### config.mk
export PLATFORM = sky130hd
export DESIGN_NAME = tratador_botoes
export DESIGN_NICKNAME = d
export VERILOG_FILES = /design/src/rtl/tratador_botoes.sv
export SDC_FILE = /design/constraint.sdc
export NUM_CORES = 1
export LEC_CHECK = 0
export CAP_MARGIN = 25
export CORE_MARGIN = 8
export CORE_UTILIZATION = 30
export CTS_CLUSTER_SIZE = 14
export DETAILED_ROUTE_END_ITERATION = 8
export PLACE_DENSITY_LB_ADDON = 0.2
export SETUP_SLACK_MARGIN = 0.2
export SYNTH_ARGS = -nofsm -noshare
export SYNTH_HDL_FRONTEND = slang
export SYNTH_SLANG_ARGS = --single-unit
### constraint.sdc
create_clock -name clk -period 3.35 [get_ports clk]
set_input_delay 0.67 -clock clk [delete_from_list [all_inputs] [get_ports clk]]
set_output_delay 0.67 -clock clk [all_outputs]
set_load 0.01 [all_outputs]
### src/rtl/tratador_botoes.sv
// Button input conditioning: two-flop synchronisers, per-button debounce and
// a press-classification FSM that emits one registered event pulse per gesture
// (short press, long press, or both buttons).
//
// Handshake: none. Every event output is a single-cycle pulse with no
// back-pressure. The consumer samples all event outputs every cycle.
// At most one event is high in any cycle.
module tratador_botoes #(
    parameter int DEBOUNCE_CYCLES = 1_000_000,
    parameter int LONG_CYCLES     = 50_000_000
) (
    input  logic       clk,
    input  logic       reset,
    input  logic       b1,
    input  logic       b2,
    output logic       b1_estavel,
    output logic       b2_estavel,
    output logic       b1_curto,
    output logic       b2_curto,
    output logic       b1_longo,
    output logic       b2_longo,
    output logic       ambos,
    output logic [2:0] estado_dbg
);

    localparam int DW = $clog2(DEBOUNCE_CYCLES + 1);
    localparam int HW = $clog2(LONG_CYCLES + 1);

    localparam logic [DW-1:0] DEB_LAST  = DW'(DEBOUNCE_CYCLES - 1);
    localparam logic [DW-1:0] DEB_ONE   = DW'(1);
    localparam logic [HW-1:0] HOLD_LAST = HW'(LONG_CYCLES - 1);
    localparam logic [HW-1:0] HOLD_ONE  = HW'(1);

    // Bit positions inside the event register.
    localparam int EV_C1 = 0;
    localparam int EV_C2 = 1;
    localparam int EV_L1 = 2;
    localparam int EV_L2 = 3;
    localparam int EV_AM = 4;

    typedef enum logic [2:0] {
        S_OCIOSO = 3'd0,
        S_PRESS1 = 3'd1,
        S_PRESS2 = 3'd2,
        S_AMBOS  = 3'd3,
        S_ESPERA = 3'd4
    } estado_t;

    // Index 0 is button 1 and index 1 is button 2 throughout.
    logic [1:0]    raw;
    logic [1:0]    sync1_q;
    logic [1:0]    sync2_q;
    logic [1:0]    estavel_q;
    logic [1:0]    estavel_d;
    logic [1:0]    prev_q;
    logic [DW-1:0] deb_cnt_q [2];
    logic [DW-1:0] deb_cnt_d [2];

    estado_t       state_q;
    estado_t       state_d;
    logic [HW-1:0] hold_q;
    logic [HW-1:0] hold_d;
    logic [4:0]    ev_q;
    logic [4:0]    ev_d;

    logic [1:0]    rise;
    logic [1:0]    fall;

    assign raw = {b2, b1};

    // Debounce: accept a new level only after it has differed from the
    // stable level for DEBOUNCE_CYCLES consecutive cycles.
    always_comb begin
        estavel_d    = estavel_q;
        deb_cnt_d[0] = '0;
        deb_cnt_d[1] = '0;
        for (int i = 0; i < 2; i++) begin
            if (sync2_q[i] != estavel_q[i]) begin
                if (deb_cnt_q[i] == DEB_LAST) begin
                    estavel_d[i] = sync2_q[i];
                end else begin
                    deb_cnt_d[i] = deb_cnt_q[i] + DEB_ONE;
                end
            end
        end
    end

    // Synchroniser flops, debounce state and the edge-detect history.
    always_ff @(posedge clk or posedge reset) begin
        if (reset) begin
            sync1_q   <= '0;
            sync2_q   <= '0;
            estavel_q <= '0;
            prev_q    <= '0;
            for (int i = 0; i < 2; i++) begin
                deb_cnt_q[i] <= '0;
            end
        end else begin
            sync1_q   <= raw;
            sync2_q   <= sync1_q;
            estavel_q <= estavel_d;
            prev_q    <= estavel_q;
            for (int i = 0; i < 2; i++) begin
                deb_cnt_q[i] <= deb_cnt_d[i];
            end
        end
    end

    assign rise = estavel_q & ~prev_q;
    assign fall = ~estavel_q & prev_q;

    // Classification: next state, hold counter and event to emit. The hold
    // counter only runs while a single button is held and is zero elsewhere.
    always_comb begin
        state_d = state_q;
        hold_d  = '0;
        ev_d    = '0;
        case (state_q)
            S_OCIOSO: begin
                if (rise == 2'b11) begin
                    state_d     = S_AMBOS;
                    ev_d[EV_AM] = 1'b1;
                end else if (rise[0]) begin
                    state_d = S_PRESS1;
                end else if (rise[1]) begin
                    state_d = S_PRESS2;
                end
            end
            S_PRESS1: begin
                if (rise[1]) begin
                    state_d     = S_AMBOS;
                    ev_d[EV_AM] = 1'b1;
                end else if (fall[0]) begin
                    state_d     = S_OCIOSO;
                    ev_d[EV_C1] = 1'b1;
                end else if (hold_q == HOLD_LAST) begin
                    state_d     = S_ESPERA;
                    ev_d[EV_L1] = 1'b1;
                end else begin
                    hold_d = hold_q + HOLD_ONE;
                end
            end
            S_PRESS2: begin
                if (rise[0]) begin
                    state_d     = S_AMBOS;
                    ev_d[EV_AM] = 1'b1;
                end else if (fall[1]) begin
                    state_d     = S_OCIOSO;
                    ev_d[EV_C2] = 1'b1;
                end else if (hold_q == HOLD_LAST) begin
                    state_d     = S_ESPERA;
                    ev_d[EV_L2] = 1'b1;
                end else begin
                    hold_d = hold_q + HOLD_ONE;
                end
            end
            S_AMBOS: begin
                // The ambos pulse is already on the output during this state.
                state_d = S_ESPERA;
            end
            S_ESPERA: begin
                if (estavel_q == 2'b00) begin
                    state_d = S_OCIOSO;
                end
            end
            default: begin
                state_d = S_OCIOSO;
            end
        endcase
    end

    // FSM state, hold counter and registered event outputs.
    always_ff @(posedge clk or posedge reset) begin
        if (reset) begin
            state_q <= S_OCIOSO;
            hold_q  <= '0;
            ev_q    <= '0;
        end else begin
            state_q <= state_d;
            hold_q  <= hold_d;
            ev_q    <= ev_d;
        end
    end

    assign b1_estavel = estavel_q[0];
    assign b2_estavel = estavel_q[1];
    assign b1_curto   = ev_q[EV_C1];
    assign b2_curto   = ev_q[EV_C2];
    assign b1_longo   = ev_q[EV_L1];
    assign b2_longo   = ev_q[EV_L2];
    assign ambos      = ev_q[EV_AM];
    assign estado_dbg = state_q;

endmodule

* Word-level counts from Yosys, hierarchy flattened
Cells that the tools add are included.
Operators by class: bitwise operators 4, eq/ne operators 12, reductions and logical operators 5, muxes and demuxes 37, add/sub/neg operators 3
Operators by type and width (count):
- 26-bit two-way mux | 5
- 20-bit two-way mux | 4
- 26-bit case mux with 2 select lines | 1
- 20-bit by 1-bit adder with 20-bit output, second input constant | 2
- 20-bit equality test, second input constant | 2
- 3-bit two-way mux | 9
- 26-bit by 1-bit adder with 26-bit output, second input constant | 1
- 26-bit equality test, second input constant | 1
- 1-bit two-way mux | 16
- 3-bit case mux with 5 select lines | 1
- 3-bit by 2-bit equality test with 1-bit output, second input constant | 2
- 2-bit AND reduction | 3
- 2-bit bitwise AND | 2
- 4-bit inequality test, second input constant | 1
- 2-bit inverter | 2
- 3-bit by 1-bit equality test with 1-bit output, second input constant | 1
- 3-bit equality test, second input constant | 1
- 3-bit zero test | 1
- 1-bit case mux with 3 select lines | 1
- 2-bit equality test, second input constant | 1
- 2-bit zero test | 1
- 1-bit inequality test | 2
- 2-bit inequality test, second input constant | 1
Storage, ports and cells: logic and storage cells 71, output and inout port bits 10, input bits 4, register bits after elaboration 82

* Logic depth before layout (Yosys ltp)
depth after elaboration 6, gate-level depth with buffers 7, mapped depth without buffers 5

* Worst setup path after synthesis
Ideal clock, no wire load.
path kind register to register, from register state_q[2] (netlist: estado_dbg[2]), to register hold_q[10], setup time 0.086 ns, cell stages (with the launch flop) 7, arrival time 1.828 ns, setup slack 1.435 ns, data required time 3.264 ns, period minus slack after synthesis 1.915 ns, buffers on the path 2, cells stage by stage dfrtp_1 -> buf_2 -> or3b_2 -> nor3_2 -> o22ai_1 -> clkbuf_1 -> nor3_1
On the way: longest elaborated chain between the ends 2, elaborated cells between the ends (all ways) 3, those cells by class eq/ne (2); mux (1)
RTL lines:
- start: declaration | RTL line 59 | estado_t state_q;
- start signal: assignment | RTL line 179 | state_q <= state_d;
- 3-bit by 2-bit equality test with 1-bit output or 3-bit by 1-bit equality test with 1-bit output (tied branches) | RTL line 118 | case (state_q)
- 26-bit case mux with 2 select lines (*) | RTL line 118
- net hold_d[10] | RTL line 62 | logic [HW-1:0] hold_d;
- end signal: assignment | RTL line 180 | hold_q <= hold_d;
- end: declaration | RTL line 61 | logic [HW-1:0] hold_q;
Mark *: on every way through the listed nets, which the timed path passes. The rest lies on a longest branch. A chain may end at the register's enable or synchronous reset.

* Final worst setup path
from register hold_q[3], to register hold_q[25]
On the way: longest elaborated chain between the ends 5, elaborated cells between the ends (all ways) 8, those cells by class add/sub (1); eq/ne (1); mux (6)
RTL lines (RTL line):
- 26-bit by 1-bit adder with 26-bit output or 26-bit equality test (tied branches)
- 26-bit two-way mux (*) | 136, 150
- 26-bit two-way mux (on tied branches) | 147, 133
- 26-bit two-way mux (on tied branches) | 144, 130
- 26-bit case mux with 2 select lines (*) | 118
- net hold_d[25] | 62
Marked as above.

==> run metrics <==
sequential share of the synthesized area=51.3%; Max IR drop VDD=0.267 mV; gr ovfl total=0; vias per cell=4.99; Clock Pin Slew Worst Setup and Hold Paths=0.06 ns; switch share=20.8%; post-synthesis cell count=398; placer congestion estimate=0.733; Setup TNS Final=0 ns; CORE AREA=13100 sq um; combinational group share of total power=2.2%; Crit Path Category=flip-flop to flip-flop; Final Max Slew Viols=0; antenna diode count=0; Worst Hold Launch=sync1_q[1]; Synth area leaders=dfrtp_1 (51%), xor2_1 (4.4%), xnor2_1 (3.5%), nor2_1 (3.0%), nand3_1 (2.6%); Num Clock Sinks=82; Max Freq=456 MHz; YS warnings=0; Port Buf Inserts=13; CP required=3.60 ns; FF-to-FF setup slack=1.16 ns; FF-to-FF Start=hold_q[3]; P&R area growth vs syn=16.0%; drt pass-1 iters=4; PwrDens=442 nW/um^2; postcts setup bufs=0; Rel. slew slack=59.0%; CP arrival=2.44 ns; TritonCTS clock tree=done; die width=131 um; post-route insts no fill=591; Final Setup Violations=0; Yosys reg bits=82; Post-Syn Area=4000 sq um; Final Critical Period=2.19 ns; post-DP HPWL=5340 um; clock skew=0.00551 ns; placed cell count=575; nets=417; FF/Latch Area=2050 sq um; CTS Buf Count=9; area fraction of the dominant cell type after synthesis=51.3%; P_leak=1.78 nW; Post-DRT Antenna Nets=0; Synth Area per Inst=10.1 sq um; CP Capture Type=flip-flop; Max-Cap Viols=0; Die Area=17300 sq um; clk_lat worst skew=0.34 ns; Clock Tree Root=clkbuf_16; Fin. Hold Viols=0; CP Launch Type=flip-flop; Post-Route WL=8020 um; CP Max Fanout=14; Net Count, Synth=405; htree depth=3; antenna violations before repair=0; sequential power share=49.0%; largest net degree at the start of global routing=83; # IOs=14; status=completed; Multi-input gate area=1850 sq um; Initial DRC Count=157; first-pass GRT wire length=14400 um; Sw Pwr=0.427 mW; synth unique cells=43; unrepaired setup endpoints after global routing=false; Critical Path Start=hold_q[3]; Synth area leader=dfrtp_1; period utilisation layout=65.4%; Starting Density=30.4%; WL/cell=13.6 um; Row Count=42; total track usage=9.94%; Fill cells=1371; number of global-route vias before repair=2958; Clock power frac=48.7%; chip height=131 um; CTS Hold Bufs=0; Pint=1.63 mW; number of remaining DRC errors=0; clk buf depth=2; via count=2952; layout cell share with drive strength beyond 1=8.67%; min-delay worst type=flip-flop to flip-flop; Slew @ Worst Pin=0.611 ns; Resized cells post-CTS=0
[cell families (layout without fill, tap and decap cells)]
kind of cell,Yosys count,after routing,share of synthesized area [%]
fa+ha+maj,3,3,0.938
xor+xnor,36,36,7.88
mux,3,3,0.813
compound gates,64,64,10.3
buf+inv,27,44,2.75
simple gates,183,183,26.0
flops,82,82,51.3
[cell usage in the layout (no fill, tap or decap), types with 2 or more instances in the layout]
master / count
or4_1: 12
or3_1: 16
mux2_2: 2
nor3_1: 17
o31ai_1: 11
o21ai_0: 17
nor4_1: 5
clkbuf_16: 9
nand2_1: 22
ha_1: 3
a21oi_1: 14
and2_1: 4
dfrtp_1: 82
nand4_1: 14
nor3b_1: 3
xnor2_1: 16
clkinv_2: 4
clkdlybuf4s50_1: 13
clkbuf_8: 2
nand2b_1: 3
and4_1: 4
xor2_1: 20
nor3_2: 2
nor4b_1: 5
and3_1: 10
nor2_1: 32
nor2b_1: 5
nand3_1: 21
inv_1: 10
a211oi_1: 13
a31o_2: 3
buf_4: 3
or2_2: 2
[final timing paths]
kind | to | cells past startpoint
worst min register to register | sync2_q[1] | 0
worst min-delay path | sync2_q[1] | 0
max in group asynchronous | hold_q[18] | 3
min in group asynchronous | deb_cnt_q[3] | 3
worst max-delay path | hold_q[25] | 4
worst max register to register | hold_q[25] | 4
[area by class of cell]
| class | count | share of cell area, % |
|---|---|---|
| inverter | 11 | 0.916 |
| multi-input combinational | 289 | 39.8 |
| clock inverter | 5 | 1.13 |
| sequential | 82 | 44.2 |
| clock buffer | 11 | 5.44 |
| tap | 176 | 4.74 |
| timing repair buffer | 17 | 3.72 |
[metal layers]
metal	wire, um	part of all wire, %	GRT usage, %	up-vias
met3	209	2.6	2.71	8
met1	3950	49	12.9	1437
met5	0	0	0	-
met2	3730	47	15.4	27
met4	124	1.5	3.83	0
li1	-	-	-	1480
[registers in the layout (all words and copies together), names as in the netlist]
name,cells
ev_q,5
prev_q,2
estavel_q,2
deb_cnt_q,40
sync2_q,2
estado_dbg,3
sync1_q,2
hold_q,26
[worst max-delay path, cell delays in order (launching register included)]
cell and delay, ns:
dfrtp_1 0.40, and4_1 0.37, nand4_1 0.46, or4_1 0.65, a211oi_1 0.23
[power by group through the flow]
stage | clock, mW | sequential (mW) | combinational, mW
after floorplan | 0 | 1.02 | 0.0317
after global placement | 0 | 1.02 | 0.0489
after detailed placement | 0 | 1.02 | 0.0486
after CTS | 1.04 | 1.01 | 0.0487
after global routing | 1.09 | 1.01 | 0.0542
final | 1.00 | 1.01 | 0.0454
[cell usage after synthesis (all sizes together)]
library cell,instances
a211oi,13
a21oi,14
a31o,3
and2,4
and3,10
and4,4
buf,8
clkbuf,8
dfrtp,82
ha,3
inv,11
mux2,2
mux2i,1
nand2,22
nand2b,3
nand3,21
nand4,15
nand4b,1
nor2,32
nor2b,5
nor3,19
nor3b,3
nor4,5
nor4b,5
nor4bb,1
o211ai,1
o21ai,17
o21ba,1
o22ai,2
o31ai,12
o32ai,1
or2,2
or3,16
or3b,1
or4,13
or4bb,1
xnor2,16
xor2,20
[metrics by stage]
| stage | worst slack (ns) | util [%] | cell area (sq um) | hold slack [ns] | total power [mW] |
|---|---|---|---|---|---|
| 6_report | 1.16 | 35.3 | 4640 | 0.354 | 2.05 |
| 5_1_grt | 0.972 | 35.3 | 4640 | 0.362 | 2.15 |
| 4_1_cts | 1.16 | 35.3 | 4640 | 0.354 | 2.09 |
| 3_5_place_dp | 1.19 | 33.0 | 4340 | 0.340 | 1.07 |
| 3_3_place_gp | 1.21 | 33.0 | 4340 | 0.336 | 1.07 |
| 2_1_floorplan | 0.572 | - | 4000 | 0.331 | 1.05 |
Note: power is estimated with default switching activity, not from simulation.
